--- src/rtl/fetch_stage.sv ---
// Instruction fetch stage: drives the instruction memory handshake, owns the PC,
// and feeds the IF/ID register through a one-entry skid buffer when decode stalls.
module fetch_stage #(
    parameter logic [31:0] RESET_PC = 32'h0000_0000
) (
    input  logic        clk,
    input  logic        rst_n,
    output logic        imem_req,
    output logic [31:0] imem_addr,
    input  logic        imem_ready,
    input  logic [31:0] imem_rdata,
    input  logic        stall,
    input  logic        branch_taken,
    input  logic [31:0] branch_target,
    output logic        if_id_valid,
    output logic [31:0] if_id_pc,
    output logic [31:0] if_id_instr,
    output logic [6:0]  if_id_opcode
);
    typedef enum logic [1:0] {IDLE, FETCH, HOLD, DISCARD} state_t;

    state_t      state_q, state_d;
    logic [31:0] pc_q, pc_d;
    logic [31:0] tgt_q, tgt_d;
    logic [31:0] skid_pc_q, skid_pc_d;
    logic [31:0] skid_instr_q, skid_instr_d;
    logic        v_q, v_d;
    logic [31:0] ipc_q, ipc_d;
    logic [31:0] iinstr_q, iinstr_d;
    logic [31:0] tgt_aligned;

    assign tgt_aligned = {branch_target[31:2], 2'b00};

    always_ff @(posedge clk or negedge rst_n) begin
        if (!rst_n) begin
            state_q      <= IDLE;
            pc_q         <= RESET_PC;
            tgt_q        <= '0;
            skid_pc_q    <= '0;
            skid_instr_q <= '0;
            v_q          <= 1'b0;
            ipc_q        <= '0;
            iinstr_q     <= '0;
        end else begin
            state_q      <= state_d;
            pc_q         <= pc_d;
            tgt_q        <= tgt_d;
            skid_pc_q    <= skid_pc_d;
            skid_instr_q <= skid_instr_d;
            v_q          <= v_d;
            ipc_q        <= ipc_d;
            iinstr_q     <= iinstr_d;
        end
    end

    always_comb begin
        state_d = state_q;
        case (state_q)
            IDLE:    state_d = FETCH;
            FETCH: begin
                if (branch_taken)            state_d = imem_ready ? FETCH : DISCARD;
                else if (imem_ready && stall) state_d = HOLD;
            end
            HOLD:    if (branch_taken || !stall) state_d = FETCH;
            DISCARD: if (imem_ready) state_d = FETCH;
            default: state_d = IDLE;
        endcase
    end

    // Datapath next-state. IF/ID holds under stall unless flushed; otherwise it
    // bubbles, and a delivered word below overrides the bubble.
    always_comb begin
        pc_d         = pc_q;
        tgt_d        = tgt_q;
        skid_pc_d    = skid_pc_q;
        skid_instr_d = skid_instr_q;
        ipc_d        = ipc_q;
        iinstr_d     = iinstr_q;
        v_d          = (branch_taken || !stall) ? 1'b0 : v_q;
        case (state_q)
            IDLE: if (branch_taken) pc_d = tgt_aligned;
            FETCH: begin
                if (branch_taken) begin
                    if (imem_ready) pc_d  = tgt_aligned;
                    else            tgt_d = tgt_aligned;
                end else if (imem_ready) begin
                    pc_d = pc_q + 32'd4;
                    if (stall) begin
                        skid_pc_d    = pc_q;
                        skid_instr_d = imem_rdata;
                    end else begin
                        ipc_d    = pc_q;
                        iinstr_d = imem_rdata;
                        v_d      = 1'b1;
                    end
                end
            end
            HOLD: begin
                if (branch_taken) begin
                    pc_d = tgt_aligned;
                end else if (!stall) begin
                    ipc_d    = skid_pc_q;
                    iinstr_d = skid_instr_q;
                    v_d      = 1'b1;
                end
            end
            DISCARD: begin
                // A flush arriving while draining replaces the pending target.
                if (branch_taken) tgt_d = tgt_aligned;
                if (imem_ready)   pc_d  = branch_taken ? tgt_aligned : tgt_q;
            end
            default: ;
        endcase
    end

    always_comb begin
        imem_req     = (state_q == FETCH) || (state_q == DISCARD);
        imem_addr    = pc_q;
        if_id_valid  = v_q;
        if_id_pc     = ipc_q;
        if_id_instr  = iinstr_q;
        if_id_opcode = iinstr_q[6:0];
    end
endmodule

--- config.mk ---
export PLATFORM = sky130hd
export DESIGN_NAME = fetch_stage
export DESIGN_NICKNAME = d
export VERILOG_FILES = /design/src/rtl/fetch_stage.sv
export SDC_FILE = /design/constraint.sdc
export NUM_CORES = 1
export LEC_CHECK = 0
export BUFFER_PORTS_ARGS = -buffer_cell sky130_fd_sc_hd__buf_4
export CORE_MARGIN = 2
export CORE_UTILIZATION = 60
export CTS_CLUSTER_DIAMETER = 60
export CTS_CLUSTER_SIZE = 8
export DETAILED_ROUTE_END_ITERATION = 10
export GPL_TIMING_DRIVEN = 0
export PLACE_DENSITY = 0.85
export RECOVER_POWER = 100
export SLEW_MARGIN = 10
export SYNTH_ARGS = -nofsm -noshare
export SYNTH_HDL_FRONTEND = slang
export SYNTH_SLANG_ARGS = --single-unit
export TNS_END_PERCENT = 20
--- constraint.sdc ---
create_clock -name clk -period 4 [get_ports clk]
set_input_delay 0.4 -clock clk [delete_from_list [all_inputs] [get_ports clk]]
set_output_delay 0.4 -clock clk [all_outputs]
set_load 0.005 [all_outputs]
==> flow_summary.ini, run 1 <==
[logic_synthesis]
synth-edff-count = 0
synth_seq_area_share = 0.5348
synthesis.area_um2 = 9125
yosysTopAreaCellShare = 0.5348
synth_top_area_cell = dfrtp_1
synthCells = 827
synth_nets = 901
synth_ff_type = dfrtp_1
avgSynthCellArea_um2 = 11.03
ys_seq_elements = 195
yosysWarningCount = 0
async_flop_share = 1.000
synth_cell_types = 52
synth.area.top_cells = dfrtp_1 53%, mux2_2 11%, mux2i_1 7.5%

[floorplan]
core-area_um2 = 15030
die_width_um = 127.3
pin_count = 174
die_height_um = 127.3
die-area_um2 = 16210
rows = 45
start_util = 0.6070

[timing]
clock_skew_ns = 0.008360
fin_crit_ns = 3.695
hold_violations = 0
tightest_slew_ns = 2.506
maxSlewHeadroom = -0.6709
slew_violations = 101
fin_crit_sh = 0.9237
holdWs_ns = 0.1991
setup_violations = 0
finalSetupTns_ns = 0
rsz0062_at_grt = no
fmax_mhz = 270.6

[cts]
cts_tree = yes
ctsHoldBuffers = 0
cts_setup_buffers = 0
numCtsBuffers = 17
cts-htree-levels = 4
clock_path_buffers = 2
clk_pin_slew_ns = 0.07
clk_latency_ns = 0.44
cts_sinks = 195
clockRootBuffer = clkbuf_16
cts_resized = 0

[power]
powerDensity_nw_per_um2 = 756.0
p_switching_uw = 3002
seq_power_share = 0.423
power_frac_comb = 0.361
leakagePower_uw = 0.004922
power.share.clock = 0.216
internal-power_uw = 5477
swShare = 0.3541
ir_worst_vdd_uv = 396.4

[cells_and_area]
antennaDiodeCount = 0
finalNetCount = 1091
area_growth_syn_to_layout_pct = 22.91
drive_above_1_share = 0.2825
n_fill_cell = 1061
seq_area_um2 = 4880
multi_input_area_um2 = 3921

[route]
drc = 0
vias = 7546
wl_per_cell_um = 19.77
viasPerCell = 6.195
routed_wl_um = 24080
drt_iter0_drc = 751
firstDrtPassIters = 6
drtAntennaViolNets = 0

[global_route]
grt_usage = 0.3038
grt_start_max_net_pins = 102
grt_antenna_before_repair = 0
grt_pass1_wl_um = 38320
grt_pass1_vias = 7310
grt-ovfl-total = 0

[place]
gp_congestion = 0.9259
dp_hpwl_um = 16680
port_buffers = 170

[worst_setup_path]
crit_top_cell = clkbuf_1
critPathSlowestCell = o21ai_0
required_ns = 4.29
critPathKind = flip-flop to flip-flop
critical_path_buf_inv_count = 5
cpLargestDelayFamily = buffers and inverters
cp-start-kind = flip-flop
path_cells = inv_1 -> ha_1 -> clkbuf_1 -> nor2_1 -> o21ai_0 -> buf_2 -> clkbuf_1 -> clkbuf_1 -> o21ai_0
path_max_fanout = 10
end_kind = flip-flop
rrSetupSlack_ns = 0.31
worstPathArrival_ns = 3.98
critical-path-max-stage-delay_ns = 0.75

[job]
cap_violations = 1

[hold_path]
hold_path_class = input port to flip-flop

[run_status]
violations = max-capacitance violations, max-slew violations
status = finished with violations
## cell type report
cell class	count	share of cell area
flip-flops and latches	195	0.4351
plain buffers	69	0.02588
clock buffers	22	0.04050
repair buffers	171	0.1097
clock inverters	10	0.01528
well taps	188	0.02097
inverters	9	0.003012
multi-input cells	554	0.3496
## state kept, by name, indices dropped and copies added (netlist names)
name and flops:
skid_pc_q 32, if_id_valid 1, if_id_instr 32, tgt_q 32, if_id_pc 32, state_q 2, skid_instr_q 32, imem_addr 32
## cells in the mapped netlist (7+ instances only)
cell type and n:
mux2_2 93, inv_1 9, nand2_1 103, a21oi_1 23, a22oi_1 8, mux2i_1 68, buf_4 7, dfrtp_1 195
nor2_1 17, nand3_1 12, nand4_1 10, clkbuf_1 48, buf_1 10, a221oi_1 10, o21a_1 7, o21ai_0 107
nor3_1 12
## logic make-up after synthesis
family	after synthesis	synth area share
muxes	161	0.1894
and+or+nand+nor	185	0.09612
DFF	195	0.5348
buffers and inverters	78	0.03551
AOI/OAI and AO/OA	203	0.1374
adders and majority gates	5	0.006856
## path summary, 6_finish.rpt
path,depth (start not counted),start,to
hold / removal,2,branch_target[19],tgt_q[19]
max in group asynchronous,1,rst_n,if_id_pc[1]
setup / recovery,9,state_q[0],imem_addr[26]
min in group asynchronous,1,rst_n,if_id_instr[3]
setup reg to reg,9,state_q[0],imem_addr[26]
hold reg to reg,2,if_id_instr[26],if_id_instr[26]
## layer usage
metal	routed length (um)	global-route usage
met5	0	0
met2	11630	0.4995
met1	10110	0.4148
met3	1711	0.04816
met4	633	0.1080
## cell usage in the layout, fill, tap and decap left out, types with 7 or more instances in the layout
| cell type | Yosys | layout |
|---|---|---|
| a21oi_1 | 23 | 23 |
| a221oi_1 | 10 | 10 |
| a22oi_1 | 8 | 8 |
| buf_4 | 7 | 71 |
| clkbuf_1 | 48 | 78 |
| clkbuf_16 | 0 | 17 |
| clkbuf_4 | 0 | 86 |
| dfrtp_1 | 195 | 195 |
| inv_1 | 9 | 9 |
| mux2_2 | 93 | 93 |
| mux2i_1 | 68 | 68 |
| nand2_1 | 103 | 103 |
| nand3_1 | 12 | 12 |
| nand4_1 | 10 | 10 |
| nor2_1 | 17 | 17 |
| nor3_1 | 12 | 12 |
| o21a_1 | 7 | 7 |
| o21ai_0 | 107 | 107 |
## power by group through the flow
stage	combinational [uW]	sequential, uW	clock [uW]
after detailed placement	3120	3600	0
after global routing	3350	3690	1920
final	3060	3590	1830
after global placement	3020	3540	0
after floorplan	1760	3430	0
after CTS	3150	3570	1830
## per-stage QoR
| stage | cells | instance area (um2) | setup slack, ns | util | power [uW] |
|---|---|---|---|---|---|
| finish | 1218 | 11220 | 0.3051 | 0.7461 | 8479 |
| CTS | 1218 | 11300 | 0.4142 | 0.7515 | 8557 |
| floorplan | 827 | 9125 | 1.736 | - | 5191 |
| global placement | 1185 | 10640 | 0.4584 | 0.7075 | 6555 |
| detailed placement | 1186 | 10670 | 0.4316 | 0.7099 | 6719 |
| global route | 1218 | 11220 | 0.1908 | 0.7461 | 8958 |
Power figures use the tool's default switching activity.
==> run 2: changes to the inputs <==
--- a/config.mk
+++ b/config.mk
@@ -12,7 +12,7 @@
 export CTS_CLUSTER_SIZE = 8
 export DETAILED_ROUTE_END_ITERATION = 10
 export GPL_TIMING_DRIVEN = 0
-export PLACE_DENSITY = 0.85
+export PLACE_DENSITY_LB_ADDON = 0.1
 export RECOVER_POWER = 100
 export SLEW_MARGIN = 10
 export SYNTH_ARGS = -nofsm -noshare
==> flow_summary.ini, run 2 (synthesis results as in run 1) <==
[worst_setup_path]
end_kind = flip-flop
cpLargestDelayFamily = buffers and inverters
worstPathArrival_ns = 3.97
critical_path_buf_inv_count = 5
path_max_fanout = 10
cp-start-kind = flip-flop
critPathSlowestCell = o21ai_0
path_cells = inv_1 -> ha_1 -> clkbuf_1 -> nor2_1 -> o21ai_0 -> buf_2 -> clkbuf_1 -> clkbuf_1 -> o22ai_1
critical-path-max-stage-delay_ns = 0.80
critPathKind = flip-flop to flip-flop
crit_top_cell = clkbuf_1
required_ns = 4.29

[route]
vias = 7301
firstDrtPassIters = 6
drtAntennaViolNets = 0
viasPerCell = 6.004
routed_wl_um = 22550
drt_iter0_drc = 641
drc = 0
wl_per_cell_um = 18.54

[cts]
clockRootBuffer = clkbuf_16
cts_setup_buffers = 0
clock_path_buffers = 2
cts_tree = yes
clk_pin_slew_ns = 0.07
ctsHoldBuffers = 0
cts_sinks = 195
cts_resized = 0
clk_latency_ns = 0.44
cts-htree-levels = 4
numCtsBuffers = 17

[global_route]
grt_antenna_before_repair = 0
grt_pass1_vias = 6922
grt_usage = 0.2840
grt_start_max_net_pins = 110
grt_pass1_wl_um = 35890
grt-ovfl-total = 0

[place]
port_buffers = 170
dp_hpwl_um = 16180
place_area_um2 = 10670
gp_congestion = 0.9235

[cells_and_area]
layout.cells.most_common_list = 195 x dfrtp_1, 107 x o21ai_0, 103 x nand2_1
antennaDiodeCount = 0
drive_above_1_share = 0.2763
area_growth_syn_to_layout_pct = 21.83
n_fill_cell = 1130
finalNetCount = 1091
final_common_cell = dfrtp_1
final_area_um2 = 11120

[power]
leakagePower_uw = 0.004867
powerDensity_nw_per_um2 = 743.3
ir_worst_vdd_uv = 384.2

[floorplan]
die-area_um2 = 16210
start_util = 0.6070
die_width_um = 127.3
core-area_um2 = 15030
die_height_um = 127.3
rows = 45
pin_count = 174

[timing]
clock_skew_ns = 0.01063
slew_violations = 121
rsz0062_at_grt = no
setup_violations = 0
tightest_slew_ns = 2.619
fmax_mhz = 271.5
fin_crit_ns = 3.683
holdWs_ns = 0.2007
maxSlewHeadroom = -0.7458
fin_crit_sh = 0.9208
hold_violations = 0
finalSetupTns_ns = 0

[run_status]
status = finished with violations
violations = max-capacitance violations, max-slew violations

[hold_path]
hold_path_class = input port to flip-flop

[job]
cap_violations = 2
==> run 2: changes by cell type in the layout (fill, tap and decap cells not counted), moves of 2 or more <==
cell      delta
and2_0       -2
inv_6        -3
clkbuf_4     -4
clkinv_2     +4
clkbuf_1     +4
and2_1       +2
==> run 2: metal layers <==
| metal | part of all wire | track usage | up-vias | wire [um] |
|---|---|---|---|---|
| li1 | - | - | 3376 | - |
| met1 | 0.44 | 0.4018 | 3567 | 9995 |
| met2 | 0.46 | 0.4401 | 304 | 10410 |
| met3 | 0.072 | 0.06449 | 54 | 1614 |
| met4 | 0.023 | 0.09438 | 0 | 529 |
| met5 | 0 | 0 | - | 0 |
==> run 2: final cells by class <==
class / count / area, um2 / area share
Tap cell: 188 / 235.2 / 0.02116
Sequential cell: 195 / 4880 / 0.4389
Timing Repair Buffer: 171 / 1191 / 0.1071
Inverter: 9 / 33.78 / 0.003039
Multi-Input combinational cell: 554 / 3906 / 0.3514
Clock buffer: 20 / 446.7 / 0.04018
Buffer: 69 / 289.0 / 0.02600
Clock inverter: 10 / 135.1 / 0.01216
==> run 2: path summary, 6_finish.rpt <==
check,end,cells past startpoint,startpoint,slack (ns)
min reg2reg,if_id_pc[17],2,if_id_pc[17],0.48
min,tgt_q[15],2,branch_target[15],0.20
max in group asynchronous,tgt_q[2],2,rst_n,0.81
max,imem_addr[27],9,state_q[0],0.32
max reg2reg,imem_addr[27],9,state_q[0],0.32
min in group asynchronous,if_id_instr[4],1,rst_n,0.73
==> run 2: worst register-to-register path: stages (launching register included) <==
cell and delay (ns):
dfrtp_1 0.42, inv_1 0.10, ha_1 0.14, clkbuf_1 0.36
nor2_1 0.17, o21ai_0 0.80, buf_2 0.41, clkbuf_1 0.46
clkbuf_1 0.49, o22ai_1 0.18
==> run 2: power by group <==
group | total (uW) | internal (uW) | leakage (uW) | switching [uW]
Clock | 1710 | 990 | 0.000285 | 718
Sequential | 3550 | 2870 | 0.00242 | 684
Combinational | 3000 | 1510 | 0.00217 | 1490
Total | 8260 | 5370 | 0.00487 | 2890
==> run 2: metrics by stage <==
| step | instances | total power, uW | worst slack (ns) | utilization |
|---|---|---|---|---|
| finish | 1216 | 8264 | 0.3169 | 0.7395 |
| global route | 1216 | 8781 | 0.1058 | 0.7395 |
| CTS | 1216 | 8388 | 0.5005 | 0.7486 |
| detailed placement | 1186 | 6679 | 0.5400 | 0.7099 |
| global placement | 1185 | 6551 | 0.5233 | 0.7075 |
| floorplan | 827 | 5191 | 1.736 | - |
==> run 3: changes to the inputs <==
--- a/config.mk
+++ b/config.mk
@@ -5,6 +5,7 @@
 export SDC_FILE = /design/constraint.sdc
 export NUM_CORES = 1
 export LEC_CHECK = 0
+export ABC_AREA = 1
 export BUFFER_PORTS_ARGS = -buffer_cell sky130_fd_sc_hd__buf_4
 export CORE_MARGIN = 2
 export CORE_UTILIZATION = 60
==> flow_summary.ini, run 3 <==
[floorplan]
die_width_um = 132.6
start_util = 0.6071
die_height_um = 132.6
pin_count = 174
die-area_um2 = 17590
core-area_um2 = 16350
rows = 47

[timing]
setup_violations = 0
clock_skew_ns = 0.009503
fin_crit_sh = 0.7467
fin_crit_ns = 2.987
hold_violations = 0
fmax_mhz = 334.8
tightest_slew_ns = 2.272
rsz0062_at_grt = no
slew_violations = 91
finalSetupTns_ns = 0
maxSlewHeadroom = -0.5148

[logic_synthesis]
yosysWarningCount = 0
synth.mux.area_fraction = 0.03555
synthTopCellsByCount = 410 x nand2_1, 195 x dfrtp_1, 94 x o21ai_0, 78 x inv_1, 61 x o21ai_2
ys_seq_elements = 195
synth_compound_area_frac = 0.1789
post-synth-top-count-cell = nand2_1
synthCells = 1196
async_flop_share = 1.000
synth_ff_type = dfrtp_1
synth.area.top_cells = dfrtp_1 49%, nand2_1 16%, o21ai_2 5.4%
synth_cell_types = 41
synth_fa_ha_area_frac = 0.006304
synth-edff-count = 0
synth_nets = 1270
synthXorXnorAreaFrac = 0
avgSynthCellArea_um2 = 8.298
yosysTopAreaCellShare = 0.4917
synthSimpleGateAreaFrac = 0.2107
synthesis.area_um2 = 9925
synth_seq_area_share = 0.4917
synth_top_family_by_area = simple AND/OR/NAND/NOR gates
synth_top_area_cell = dfrtp_1

[route]
drtAntennaViolNets = 0
drc = 0
firstDrtPassIters = 5
routed_wl_um = 25640
viasPerCell = 5.424
wl_per_cell_um = 15.83
drt_iter0_drc = 887
vias = 8782

[cells_and_area]
seq_area_um2 = 4880
drive_above_1_share = 0.1673
final_area_um2 = 11680
final_common_cell = nand2_1
finalNetCount = 1462
layout.cells.most_common_list = 410 x nand2_1, 195 x dfrtp_1, 167 x o21ai_0
final_core_util = 0.7144
antennaDiodeCount = 0
area_growth_syn_to_layout_pct = 17.68
multi_input_area_um2 = 4023
n_fill_cell = 1391

[cts]
cts-htree-levels = 4
cts_sinks = 195
clock_path_buffers = 2
numCtsBuffers = 17
cts_tree = yes
clk_pin_slew_ns = 0.07
clk_latency_ns = 0.44
clockRootBuffer = clkbuf_16
cts_resized = 0

[worst_setup_path]
crit_top_cell = inv_1
required_ns = 4.31
critical-path-max-stage-delay_ns = 0.66
end_kind = flip-flop
critical_path_buf_inv_count = 6
critPathKind = flip-flop to flip-flop
worstPathArrival_ns = 3.30
path_max_fanout = 10
critPathSlowestCell = nor2_1
path_cells = inv_1 -> ha_1 -> inv_1 -> nor2_1 -> inv_1 -> nor2_1 -> inv_2 -> buf_6 -> buf_2 -> nand2_1 -> o21ai_0
cp-start-kind = flip-flop
cpLargestDelayFamily = simple AND/OR/NAND/NOR gates

[power]
total_power_uw = 8430
leakagePower_uw = 0.005812
ir_worst_vdd_uv = 410.6
powerDensity_nw_per_um2 = 721.9

[hold_path]
hold_path_class = input port to flip-flop

[global_route]
grt_antenna_before_repair = 0
grt_usage = 0.2948
grt_start_max_net_pins = 106
grt_pass1_vias = 8340
grt_pass1_wl_um = 41390
grt-ovfl-total = 0

[job]
cap_violations = 1

[place]
port_buffers = 171
place_area_um2 = 11520
dp_hpwl_um = 18970
gp_congestion = 0.8888

[run_status]
violations = max-capacitance violations, max-slew violations
status = finished with violations
## run 3: cell count changes in the layout (fill, tap and decap cells not counted), sizes merged, moves of 43 or more
cell | before | now
mux2i | 68 | 24
inv | 9 | 89
nor2 | 17 | 60
o21ai | 107 | 191
nand2 | 103 | 413
mux2 | 93 | 10
## run 3: final timing paths
check	start	endpoint	slack (ns)	cells past startpoint
min	imem_rdata[11]	skid_instr_q[11]	0.18	3
min reg2reg	tgt_q[0]	tgt_q[0]	0.47	2
max in group asynchronous	rst_n	imem_addr[21]	1.45	3
max reg2reg	state_q[1]	skid_pc_q[25]	1.01	11
max	state_q[1]	skid_pc_q[25]	1.01	11
min in group asynchronous	rst_n	if_id_instr[28]	1.18	2
## run 3: repair_timing
| item | CTS | global route |
|---|---|---|
| hold buffers | 1 | 0 |
| buffers inserted | 0 | 0 |
| endpoints found under the hold margin | 1 | 0 |
## run 3: worst register-to-register path, cell delays in order, from the launching register on
cell and delay (ns):
dfrtp_1 0.42, inv_1 0.11, ha_1 0.25, inv_1 0.09, nor2_1 0.36, inv_1 0.27
nor2_1 0.66, inv_2 0.16, buf_6 0.20, buf_2 0.20, nand2_1 0.08, o21ai_0 0.07
## run 3: cell families after synthesis
family / after synthesis
AOI/OAI and AO/OA: 284
muxes: 34
adders and majority gates: 5
and+or+nand+nor: 523
DFF: 195
buffers and inverters: 155
## run 3: layout make-up
type,count,area share
flip-flops and latches,195,0.4178
clock inverters,11,0.008785
plain buffers,70,0.03310
clock buffers,19,0.03878
repair buffers,173,0.1062
well taps,220,0.02357
inverters,85,0.02732
multi-input cells,846,0.3444
## run 3: per-layer routing
metal	vias to the layer above	global-route usage	share of wire
met5	-	0	0
met4	0	0.1177	0.036
met3	63	0.03640	0.056
met2	355	0.4847	0.47
met1	4079	0.4016	0.44
li1	4285	-	-
## run 3: through the flow
step	cells	hold WS, ns	setup slack, ns
after CTS	1619	0.1714	1.896
after global routing	1619	0.1806	0.8588
after global placement	1587	0.4500	1.217
after detailed placement	1588	0.4533	1.904
final	1619	0.1755	1.013
after floorplan	1196	0.1044	2.240
## run 3: power breakdown
group	switching [uW]	internal, uW
Clock	749	890
Combinational	1860	1410
Sequential	648	2870
Total	3260	5170
